File: config.mk
export PLATFORM = sky130hd
export DESIGN_NAME = text_scan_reader
export DESIGN_NICKNAME = d
export VERILOG_FILES = /design/src/rtl/text_scan_reader_pkg.sv /design/src/rtl/text_scan_reader_scan_pipe.sv /design/src/rtl/text_scan_reader.sv
export SDC_FILE = /design/constraint.sdc
export NUM_CORES = 1
export LEC_CHECK = 0
export BUFFER_PORTS_ARGS = -buffer_cell sky130_fd_sc_hd__buf_2
export CORE_UTILIZATION = 35
export DETAILED_ROUTE_END_ITERATION = 6
export GPL_ROUTABILITY_DRIVEN = 0
export HOLD_SLACK_MARGIN = 0.05
export PLACE_DENSITY = 0.52
export SYNTH_ARGS = -nofsm -noshare
export SYNTH_HDL_FRONTEND = slang
export SYNTH_SLANG_ARGS = --single-unit
export TNS_END_PERCENT = 50
File: constraint.sdc
create_clock -name clk -period 2.8 [get_ports clk]
set_clock_uncertainty 0.1 [all_clocks]
set_input_delay 0.56 -clock clk [delete_from_list [all_inputs] [get_ports clk]]
set_output_delay 0.56 -clock clk [all_outputs]
set_load 0.01 [all_outputs]
File: src/rtl/text_scan_reader_pkg.sv
// ============================================================================
// Module   : text_scan_reader_pkg
// Purpose  : Shared FSM encoding, XGA text geometry and a width helper.
// Revision : 1.0
// ============================================================================
`default_nettype none

package text_scan_reader_pkg;

   typedef logic [1:0] state_t;

   localparam state_t ST_IDLE  = 2'd0;
   localparam state_t ST_SCAN  = 2'd1;
   localparam state_t ST_FLUSH = 2'd2;
   localparam state_t ST_DONE  = 2'd3;

   localparam int XGA_TEXT_COLS = 128;
   localparam int XGA_TEXT_ROWS = 48;
   localparam int XGA_GLYPH_W   = 8;
   localparam int XGA_GLYPH_H   = 16;
   localparam int BLINK_PERIOD  = 32;

   // Index width that never collapses to zero bits.
   function automatic int clog2_min1(input int v);
      return (v <= 2) ? 1 : $clog2(v);
   endfunction

endpackage

`default_nettype wire

File: src/rtl/text_scan_reader_scan_pipe.sv
// ============================================================================
// Module   : text_scan_reader_scan_pipe
// Purpose  : Delay line matching the buffer read latency for pixel tags.
// Revision : 1.0
// ============================================================================
`default_nettype none

module text_scan_reader_scan_pipe #(
   parameter int DW    = 8,
   parameter int DEPTH = 1
) (
   input  logic          clk,
   input  logic          reset,
   input  logic          flush,
   input  logic [DW-1:0] d,
   output logic [DW-1:0] q
);

   logic [DW-1:0] stage_q [DEPTH];

   always_ff @(posedge clk or negedge reset) begin
      if (!reset) begin
         for (int i = 0; i < DEPTH; i++) stage_q[i] <= '0;
      end else if (flush) begin
         for (int i = 0; i < DEPTH; i++) stage_q[i] <= '0;
      end else begin
         stage_q[0] <= d;
         for (int i = 1; i < DEPTH; i++) stage_q[i] <= stage_q[i-1];
      end
   end

   assign q = stage_q[DEPTH-1];

endmodule

`default_nettype wire

File: src/rtl/text_scan_reader.sv
// ============================================================================
// Module   : text_scan_reader
// Purpose  : Raster-order text buffer reader locked to the pixel stream.
//            Optional cursor overlay enabled by defining TEXT_CURSOR_EN.
// Revision : 1.0
// ============================================================================
`default_nettype none

module text_scan_reader
   import text_scan_reader_pkg::*;
#(
   parameter int WIDTH      = XGA_TEXT_COLS,
   parameter int HEIGHT     = XGA_TEXT_ROWS,
   parameter int CHAR_WIDTH = 8,
   parameter int GLYPH_W    = XGA_GLYPH_W,
   parameter int GLYPH_H    = XGA_GLYPH_H,
   parameter int RD_LATENCY = 1
) (
   input  logic                           clk,
   input  logic                           reset,
   input  logic                           frame_start,
   input  logic                           active,
   output logic                           rd_en,
   output logic [clog2_min1(WIDTH)-1:0]   rd_x,
   output logic [clog2_min1(HEIGHT)-1:0]  rd_y,
   input  logic [CHAR_WIDTH-1:0]          rd_data,
   output logic [CHAR_WIDTH-1:0]          char_out,
   output logic [clog2_min1(GLYPH_H)-1:0] glyph_row,
   output logic [clog2_min1(GLYPH_W)-1:0] glyph_col,
   output logic                           valid,
   output logic                           refresh
`ifdef TEXT_CURSOR_EN
   ,
   input  logic [clog2_min1(WIDTH)-1:0]   cursor_x,
   input  logic [clog2_min1(HEIGHT)-1:0]  cursor_y,
   output logic                           cursor_on
`endif
);

   localparam int XW = clog2_min1(WIDTH);
   localparam int YW = clog2_min1(HEIGHT);
   localparam int RW = clog2_min1(GLYPH_H);
   localparam int CW = clog2_min1(GLYPH_W);
`ifdef TEXT_CURSOR_EN
   localparam int PW = 2 + RW + CW + XW + YW;
`else
   localparam int PW = 2 + RW + CW;
`endif

   state_t          state_q, state_d;
   logic [CW-1:0]   col_px_q, col_px_d;
   logic [XW-1:0]   cell_x_q, cell_x_d;
   logic [RW-1:0]   row_px_q, row_px_d;
   logic [YW-1:0]   cell_y_q, cell_y_d;
   logic [1:0]      flush_cnt_q, flush_cnt_d;

   logic [CW-1:0]   w_col_px;
   logic [XW-1:0]   w_cell_x;
   logic [RW-1:0]   w_row_px;
   logic [YW-1:0]   w_cell_y;
   logic            w_col_wrap, w_x_wrap, w_row_wrap, w_last;
   logic            w_pix, w_issue;

   logic            rd_en_q;
   logic [XW-1:0]   rd_x_q;
   logic [YW-1:0]   rd_y_q;
   logic            iss_vld_q;
   logic [RW-1:0]   iss_row_q;
   logic [CW-1:0]   iss_col_q;
   logic [CHAR_WIDTH-1:0] char_q;

   logic [PW-1:0]   w_pipe_in, w_pipe_out;
   logic            w_out_vld, w_out_rd;

   // A frame_start pixel is pixel (0,0) of the new frame, whatever the old counters held.
   assign w_col_px   = frame_start ? '0 : col_px_q;
   assign w_cell_x   = frame_start ? '0 : cell_x_q;
   assign w_row_px   = frame_start ? '0 : row_px_q;
   assign w_cell_y   = frame_start ? '0 : cell_y_q;
   assign w_col_wrap = (w_col_px == CW'(GLYPH_W - 1));
   assign w_x_wrap   = (w_cell_x == XW'(WIDTH - 1));
   assign w_row_wrap = (w_row_px == RW'(GLYPH_H - 1));
   assign w_last     = w_col_wrap && w_x_wrap && w_row_wrap &&
                       (w_cell_y == YW'(HEIGHT - 1));

   always_ff @(posedge clk or negedge reset) begin
      if (!reset) state_q <= ST_IDLE;
      else        state_q <= state_d;
   end

   always_comb begin
      state_d = state_q;
      if (frame_start) begin
         state_d = (w_pix && w_last) ? ST_FLUSH : ST_SCAN;
      end else begin
         case (state_q)
            ST_IDLE:  state_d = ST_IDLE;
            ST_SCAN:  if (w_pix && w_last) state_d = ST_FLUSH;
            ST_FLUSH: if (flush_cnt_q == 2'(RD_LATENCY - 1)) state_d = ST_DONE;
            ST_DONE:  state_d = ST_IDLE;
            default:  state_d = ST_IDLE;
         endcase
      end
   end

   always_comb begin
      w_pix   = active && (frame_start || (state_q == ST_SCAN));
      w_issue = w_pix && (w_col_px == '0);
      refresh = (state_q == ST_DONE);
   end

   always_comb begin
      col_px_d    = w_col_px;
      cell_x_d    = w_cell_x;
      row_px_d    = w_row_px;
      cell_y_d    = w_cell_y;
      flush_cnt_d = ((state_q == ST_FLUSH) && !frame_start) ? flush_cnt_q + 2'd1 : 2'd0;
      if (w_pix) begin
         if (w_last) begin
            col_px_d = '0;
            cell_x_d = '0;
            row_px_d = '0;
            cell_y_d = '0;
         end else begin
            col_px_d = w_col_wrap ? '0 : w_col_px + CW'(1);
            if (w_col_wrap) begin
               cell_x_d = w_x_wrap ? '0 : w_cell_x + XW'(1);
               if (w_x_wrap) begin
                  row_px_d = w_row_wrap ? '0 : w_row_px + RW'(1);
                  if (w_row_wrap) cell_y_d = w_cell_y + YW'(1);
               end
            end
         end
      end
   end

   always_ff @(posedge clk or negedge reset) begin
      if (!reset) begin
         col_px_q    <= '0;
         cell_x_q    <= '0;
         row_px_q    <= '0;
         cell_y_q    <= '0;
         flush_cnt_q <= '0;
      end else begin
         col_px_q    <= col_px_d;
         cell_x_q    <= cell_x_d;
         row_px_q    <= row_px_d;
         cell_y_q    <= cell_y_d;
         flush_cnt_q <= flush_cnt_d;
      end
   end

   // Issue stage: rd_x/rd_y hold the current cell, so they double as the pixel's cell tag.
   always_ff @(posedge clk or negedge reset) begin
      if (!reset) begin
         rd_en_q   <= 1'b0;
         rd_x_q    <= '0;
         rd_y_q    <= '0;
         iss_vld_q <= 1'b0;
         iss_row_q <= '0;
         iss_col_q <= '0;
      end else begin
         rd_en_q   <= w_issue;
         iss_vld_q <= w_pix;
         if (w_issue) begin
            rd_x_q <= w_cell_x;
            rd_y_q <= w_cell_y;
         end
         if (w_pix) begin
            iss_row_q <= w_row_px;
            iss_col_q <= w_col_px;
         end
      end
   end

   assign rd_en = rd_en_q;
   assign rd_x  = rd_x_q;
   assign rd_y  = rd_y_q;

`ifdef TEXT_CURSOR_EN
   logic [XW-1:0] w_out_x;
   logic [YW-1:0] w_out_y;
   assign w_pipe_in = {iss_vld_q, rd_en_q, iss_row_q, iss_col_q, rd_x_q, rd_y_q};
   assign {w_out_vld, w_out_rd, glyph_row, glyph_col, w_out_x, w_out_y} = w_pipe_out;
`else
   assign w_pipe_in = {iss_vld_q, rd_en_q, iss_row_q, iss_col_q};
   assign {w_out_vld, w_out_rd, glyph_row, glyph_col} = w_pipe_out;
`endif

   text_scan_reader_scan_pipe #(
      .DW    (PW),
      .DEPTH (RD_LATENCY)
   ) u_scan_pipe (
      .clk   (clk),
      .reset (reset),
      .flush (frame_start),
      .d     (w_pipe_in),
      .q     (w_pipe_out)
   );

   assign valid = w_out_vld;

   // Read data is only valid on the strobe cycle; hold it for the rest of the cell.
   always_comb begin
      char_out = (w_out_vld && w_out_rd) ? rd_data : char_q;
   end

   always_ff @(posedge clk or negedge reset) begin
      if (!reset) char_q <= '0;
      else        char_q <= char_out;
   end

`ifdef TEXT_CURSOR_EN
   localparam int BW = clog2_min1(BLINK_PERIOD);
   logic [BW-1:0] blink_cnt_q;
   logic          blink_q;

   always_ff @(posedge clk or negedge reset) begin
      if (!reset) begin
         blink_cnt_q <= '0;
         blink_q     <= 1'b0;
      end else if (refresh) begin
         blink_cnt_q <= blink_cnt_q + BW'(1);
         if (blink_cnt_q == BW'(BLINK_PERIOD - 1)) blink_q <= ~blink_q;
      end
   end

   assign cursor_on = w_out_vld && blink_q &&
                      (w_out_x == cursor_x) && (w_out_y == cursor_y) &&
                      (glyph_row >= RW'(GLYPH_H - 2));
`endif

endmodule

`default_nettype wire

==> results of run 1 <==
sequential cells by signal (all words and copies together), names as in the netlist, 4 cells and up:
register / flops
u_scan_pipe.q: 9
char_q: 8
rd_x: 7
iss_row_q: 4
row_px_q: 4
rd_y: 6
cell_x_q: 7
cell_y_q: 6
metal layers:
layer	vias to the layer above	GRT usage, %	routed length (um)
li1	960	-	-
met5	-	0	0
met4	0	7.31	106
met1	930	19.7	2710
met3	10	4.39	260
met2	39	21.5	2410
layout make-up:
class / instances / area (um2) / area share (%)
multi-input combinational: 166 / 1190 / 34.6
timing repair buffer: 52 / 298 / 8.66
inverter: 13 / 48.8 / 1.42
sequential: 63 / 1580 / 45.9
clock inverter: 3 / 42.5 / 1.24
clock buffer: 12 / 155 / 4.51
tap: 102 / 128 / 3.71
worst max-delay path, cell delays in order:
cell and delay, ns:
buf_2 0.20, buf_12 0.19, nor2b_1 0.26, ha_1 0.27
nand4b_4 0.15, nor4_4 0.48, nand4_1 0.19, mux2i_1 0.15
worst min-delay path by stage:
| stage | from | end | cells after the start |
|---|---|---|---|
| global route | reset | u_scan_pipe.q[3] | 1 |
| detailed placement | flush_cnt_q[0] | flush_cnt_q[0] | 1 |
| finish | reset | u_scan_pipe.q[3] | 1 |
| floorplan | reset | cell_x_q[0] | 0 |
| global placement | flush_cnt_q[0] | flush_cnt_q[0] | 1 |
| CTS | reset | u_scan_pipe.q[3] | 1 |
kinds of logic after synthesis:
| logic type | count (synthesis) | synth area share [%] |
|---|---|---|
| xor+xnor | 7 | 2.10 |
| flops | 63 | 54.0 |
| compound gates | 31 | 6.82 |
| buf+inv | 29 | 5.27 |
| simple gates | 98 | 19.9 |
| mux | 19 | 7.16 |
| fa+ha+maj | 11 | 4.71 |
metrics by stage:
stage               instances  power [mW]  util (%)
finish                    411        2.28      43.6
detailed placement        396        1.51      41.1
global route              411        2.42      43.6
global placement          396        1.51      41.1
floorplan                 258        1.35         -
CTS                       411        2.32      43.6
power by group through the flow:
stage                     registers, mW  logic, mW  clock network, mW
final                              1.05      0.441              0.793
after global routing               1.06      0.503              0.857
after CTS                          1.05      0.450              0.825
after detailed placement           1.07      0.449                  0
after global placement             1.06      0.444                  0
after floorplan                    1.06      0.293                  0
synthesized netlist by cell type, drive strengths merged, types with 2 or more instances:
| cell | instances |
|---|---|
| xor2 | 2 |
| nand3 | 5 |
| nor2 | 9 |
| dfrtp | 63 |
| nand4b | 2 |
| nand4 | 2 |
| mux2 | 15 |
| and4b | 2 |
| o21ai | 18 |
| nor3 | 6 |
| nor2b | 21 |
| buf | 12 |
| inv | 13 |
| nand2b | 11 |
| ha | 11 |
| clkbuf | 4 |
| nand2 | 30 |
| or3 | 3 |
| nor4 | 2 |
| a21boi | 2 |
| nand3b | 2 |
| o22ai | 2 |
| xnor2 | 5 |
| mux2i | 4 |
==> out/results.ini, run 1 <==
[synthesis]
synth.avg_cell_area_um2 = 11.3
synth_cells = 258
synthArstFlopShare_pct = 100
synth_nets = 281
yosys-top-cells-area = dfrtp_1 (54%), mux2_2 (5.4%), ha_1 (4.7%)
synth_area_mm2 = 0.00292
yosysWarnings = 0
yosys_register_bits = 63
synth_top_area_cell = dfrtp_1
ys_seq_area_share_pct = 54.0
synthFlopType = dfrtp_1
ys_types = 43
synth-edff-count = 0
synth_top_area_share_pct = 54.0

[setup_path]
rrSetupSlack_ns = 0.61
worstSetupEndpointType = flip-flop
reg2reg_to = cell_y_q[4]
cp.arrival_ns = 2.46
reg2regPathDepth = 7
cp-startpoint = frame_start
r2r-start = col_px_q[0]
critPathMaxFanout = 25
path_class = primary input to flip-flop
startpoint_type = primary input
crit_required_ns = 2.93
crit_path_end = cell_y_q[4]

[min_path]
hp-class = primary input to asynchronous set/reset pin

[die]
die_w_um = 93.3
ioPinCount = 43
initial_utilization_pct = 37.0
core_area_mm2 = 0.00789
dieArea_mm2 = 0.00871
die_y_um = 93.3
fp-row-count = 32

[clock_tree]
htreeDepth = 3
cts_hold_buf = 0
clockRootBuffer = clkbuf_8
cts_tree = yes
cts_made_buffers = 9
clkLatencyLatePin_ns = 0.34
cts_setup_buffers = 0
clockBufferDepth = 2
cts_sinks = 63
clk_pin_slew_ns = 0.07
ctsResizeCount = 0

[power_and_ir_drop]
power_frac_seq_pct = 45.9
powerDensity_mw_per_mm2 = 663
switching_share_pct = 27.1
switchingPower_mw = 0.618
p_int_mw = 1.66
p_comb_share_pct = 19.3
peakVddDrop_mv = 0.265
leakage_nw = 1.80
p_clk_share_pct = 34.8

[global_route]
track_usage_pct = 14.7
grt_pass1_wl_mm = 9.62
grt_pass1_vias = 1982
antenna_found_initial = 0
overflow = 0
grt_max_degree = 26

[finish]
fin_area_mm2 = 0.00344
n_antenna_cell = 0
nets = 328
final_common_cell = dfrtp_1
drive_above_1_share_pct = 28.5
final_cell_mix = dfrtp_1 (63), buf_2 (42), nand2_1 (30), nor2b_1 (21), o21ai_0 (18)
n_fill_cell = 751
syn2layout_area_growth_pct = 17.7

[routing]
vias = 1939
finalWirelength_mm = 5.49
drc_errors = 0
firstDrtPassIters = 4
dr.first_iter.drc_count = 33
wire_per_inst_um = 13.3
vias_per_cell = 4.72
ant_nets = 0

[run]
maxCapViolations = 0

[timing]
setup-violations-final = 0
post-route-period-util_pct = 83.4
fmax_ghz = 0.428
setup_ws_ns = 0.465
layout_min_cycle_time_ns = 2.33
max_slew_margin_pct = 65.3
whs_ns = 0.0837
finalSetupTns_ns = 0
finalHoldViolCount = 0
slew_viol_final = 0
worst_slew_pin_slew_ns = 0.520
rsz0062_at_grt = false

[placed_design]
port_buffers = 42
hpwl_mm = 3.97
detailedPlace.worstSlack_ns = 0.0912
placed_cell_area_mm2 = 0.00324

[outcome]
outcome = finished, final reports clean

(Power assumes the default switching activity.)
==> inputs of run 2 (changes only) <==
- PLACE_DENSITY: 0.52 -> 0.54
- clock period: 2.8 -> 1.88 ns (I/O delays scaled with it)
==> out/results.ini, run 2 (synthesis gave the netlist of run 1 again) <==
[outcome]
outcome = finished, violations left  ; was finished, final reports clean
violations = negative setup slack

[finish]
syn2layout_area_growth_pct = 34.5  ; was 17.7%
fin_area_mm2 = 0.00393  ; was 0.00344 mm2
nets = 364  ; was 328
drive_above_1_share_pct = 42.2  ; was 28.5%
final_cell_mix = dfrtp_1 (63), buf_4 (40), buf_2 (37), nand2_1 (28), nor2b_1 (17)  ; was dfrtp_1 (63), buf_2 (42), nand2_1 (30), nor2b_1 (21), o21ai_0 (18)
final_common_cell = dfrtp_1  ; unchanged
n_fill_cell = 733  ; was 751
largest_register_ffs = 9  ; unchanged
n_antenna_cell = 0  ; unchanged

[die]
die_w_um = 93.3  ; unchanged
fp-row-count = 32  ; unchanged
dieArea_mm2 = 0.00871  ; unchanged
core_area_mm2 = 0.00789  ; unchanged
ioPinCount = 43  ; unchanged
die_y_um = 93.3  ; unchanged
initial_utilization_pct = 37.0  ; unchanged

[min_path]
hp-class = primary input to flip-flop  ; was primary input to asynchronous set/reset pin
hold_depth = 2
holdPathEnd = char_q[5]
worstHoldStart = rd_data[5]

[timing]
post-route-period-util_pct = 101
fmax_ghz = 0.529
setup-violations-final = 3  ; was 0
setup_ws_ns = -0.0108  ; was 0.465 ns
finalHoldViolCount = 0  ; unchanged
layout_min_cycle_time_ns = 1.89
slew_viol_final = 0  ; unchanged
finalSetupTns_ns = -0.0193  ; was 0 ns
max_slew_margin_pct = 76.0  ; was 65.3%
worst_slew_pin_slew_ns = 0.360  ; was 0.520 ns
rsz0062_at_grt = true  ; was false

[routing]
ant_nets = 0  ; unchanged
firstDrtPassIters = 4  ; unchanged
dr.first_iter.drc_count = 68  ; was 33
vias_per_cell = 4.67  ; was 4.72
vias = 2091  ; was 1,939
finalWirelength_mm = 6.01  ; was 5.49 mm
wire_per_inst_um = 13.4  ; was 13.3 um
drc_errors = 0  ; unchanged

[placed_design]
detailedPlace.worstSlack_ns = -0.273  ; was 0.0912 ns
port_buffers = 42  ; unchanged
hpwl_mm = 4.19  ; was 3.97 mm
placed_cell_area_mm2 = 0.00358  ; was 0.00324 mm2

[setup_path]
critPathSlowestCell = dfrtp_1  ; was nor4_4
cp.arrival_ns = 1.41  ; was 2.46 ns
path_class = flip-flop to primary output  ; was primary input to flip-flop
rrSetupSlack_ns = 0.04  ; was 0.61 ns
cp.buffers_inverters = 1  ; was 2
cp_top_family = flip-flops  ; was simple AND/OR/NAND/NOR gates
crit_chain = nand2_4 > mux2_2 > buf_2  ; was buf_2 > buf_12 > nor2b_1 > ha_1 > nand4b_4 > nor4_4 > nand4_1 > mux2i_1
reg2reg_to = state_q[1]  ; was cell_y_q[4]
r2r-start = col_px_q[0]  ; unchanged
crit_path_max_incr_delay_ns = 0.41  ; was 0.48 ns
critPathMaxFanout = 8  ; was 25
startpoint_type = flip-flop  ; was primary input
crit_required_ns = 1.40  ; was 2.93 ns
reg2regPathDepth = 7  ; unchanged
worstSetupEndpointType = primary output  ; was flip-flop

[power_and_ir_drop]
leakage_nw = 2.04  ; was 1.80 nW
peakVddDrop_mv = 0.405  ; was 0.265 mV
powerDensity_mw_per_mm2 = 987  ; was 663 mW/mm2

[clock_tree]
clk_pin_slew_ns = 0.08  ; was 0.07 ns
clockBufferDepth = 2  ; unchanged
htreeDepth = 3  ; unchanged
cts_sinks = 63  ; unchanged
cts_made_buffers = 9  ; unchanged
clkLatencyLatePin_ns = 0.35  ; was 0.34 ns
clockRootBuffer = clkbuf_8  ; unchanged
cts_tree = yes  ; unchanged

[global_route]
track_usage_pct = 15.6  ; was 14.7%
grt_pass1_vias = 2186  ; was 1,982
antenna_found_initial = 0  ; unchanged
grt_pass1_wl_mm = 10.2  ; was 9.62 mm
overflow = 0  ; unchanged
grt_max_degree = 64  ; was 26

[run]
maxCapViolations = 0  ; unchanged

run 2: cell count changes in the layout (fill, tap and decap cells not counted), sizes merged:
cell / before / now
buf: 52 / 87
bufinv: 1 / 2
clkbuf: 12 / 9
clkinv: 1 / 3
clkinvlp: 1 / 2
dlygate4sd3: 0 / 1
run 2: power breakdown:
part / switching [mW] / total (mW) / internal (mW) / leakage (nW)
combinational: 0.450 / 0.996 / 0.546 / 1.09
clock: 0.566 / 1.31 / 0.747 / 0.105
sequential: 0.0564 / 1.56 / 1.51 / 0.849
run 2: cell type report:
cell class	count	area (um2)	share of cell area (%)
Multi-Input combinational cell	166	1330	33.8
Inverter	13	48.8	1.24
Tap cell	102	128	3.25
Sequential cell	63	1580	40.2
Clock inverter	7	97.6	2.49
Clock buffer	9	124	3.16
Timing Repair Buffer	88	626	15.9
run 2: how the worst max path moves through the flow:
| stage | start | end | slack, ns | cells past startpoint |
|---|---|---|---|---|
| after floorplan | frame_start | state_q[1] | -0.41 | 10 |
| after global placement | frame_start | state_q[1] | -0.24 | 9 |
| after detailed placement | frame_start | state_q[1] | -0.27 | 9 |
| after CTS | u_scan_pipe.q[8] | char_out[6] | -0.02 | 3 |
| after global routing | col_px_q[0] | cell_y_q[4] | -0.07 | 9 |
| final | u_scan_pipe.q[8] | char_out[6] | -0.01 | 3 |
run 2: stage by stage:
stage	utilization (%)	hold WS [ns]	power, mW	instances
global route	49.8	0.166	4.10	448
finish	49.8	0.173	3.87	448
floorplan	-	-0.0196	2.06	258
global placement	45.4	0.318	2.43	428
detailed placement	45.4	0.321	2.46	428
CTS	48.5	0.155	3.80	446
run 2: timing repair:
action                                  CTS  global route
setup buffers                             1             2
gates resized for setup                   3            19
gates cloned                              0             0
endpoints found under the setup margin    9            28
endpoints found under the hold margin    63             0
pin swaps                                 4             8
hold buffers                              1             0
run 2: metal layers:
metal | vias up | GRT usage, % | wire, um
met5 | - | 0 | 0
met4 | 0 | 10.5 | 217
met3 | 15 | 3.66 | 218
li1 | 1032 | - | -
met1 | 1002 | 20.2 | 2810
met2 | 42 | 23.3 | 2770
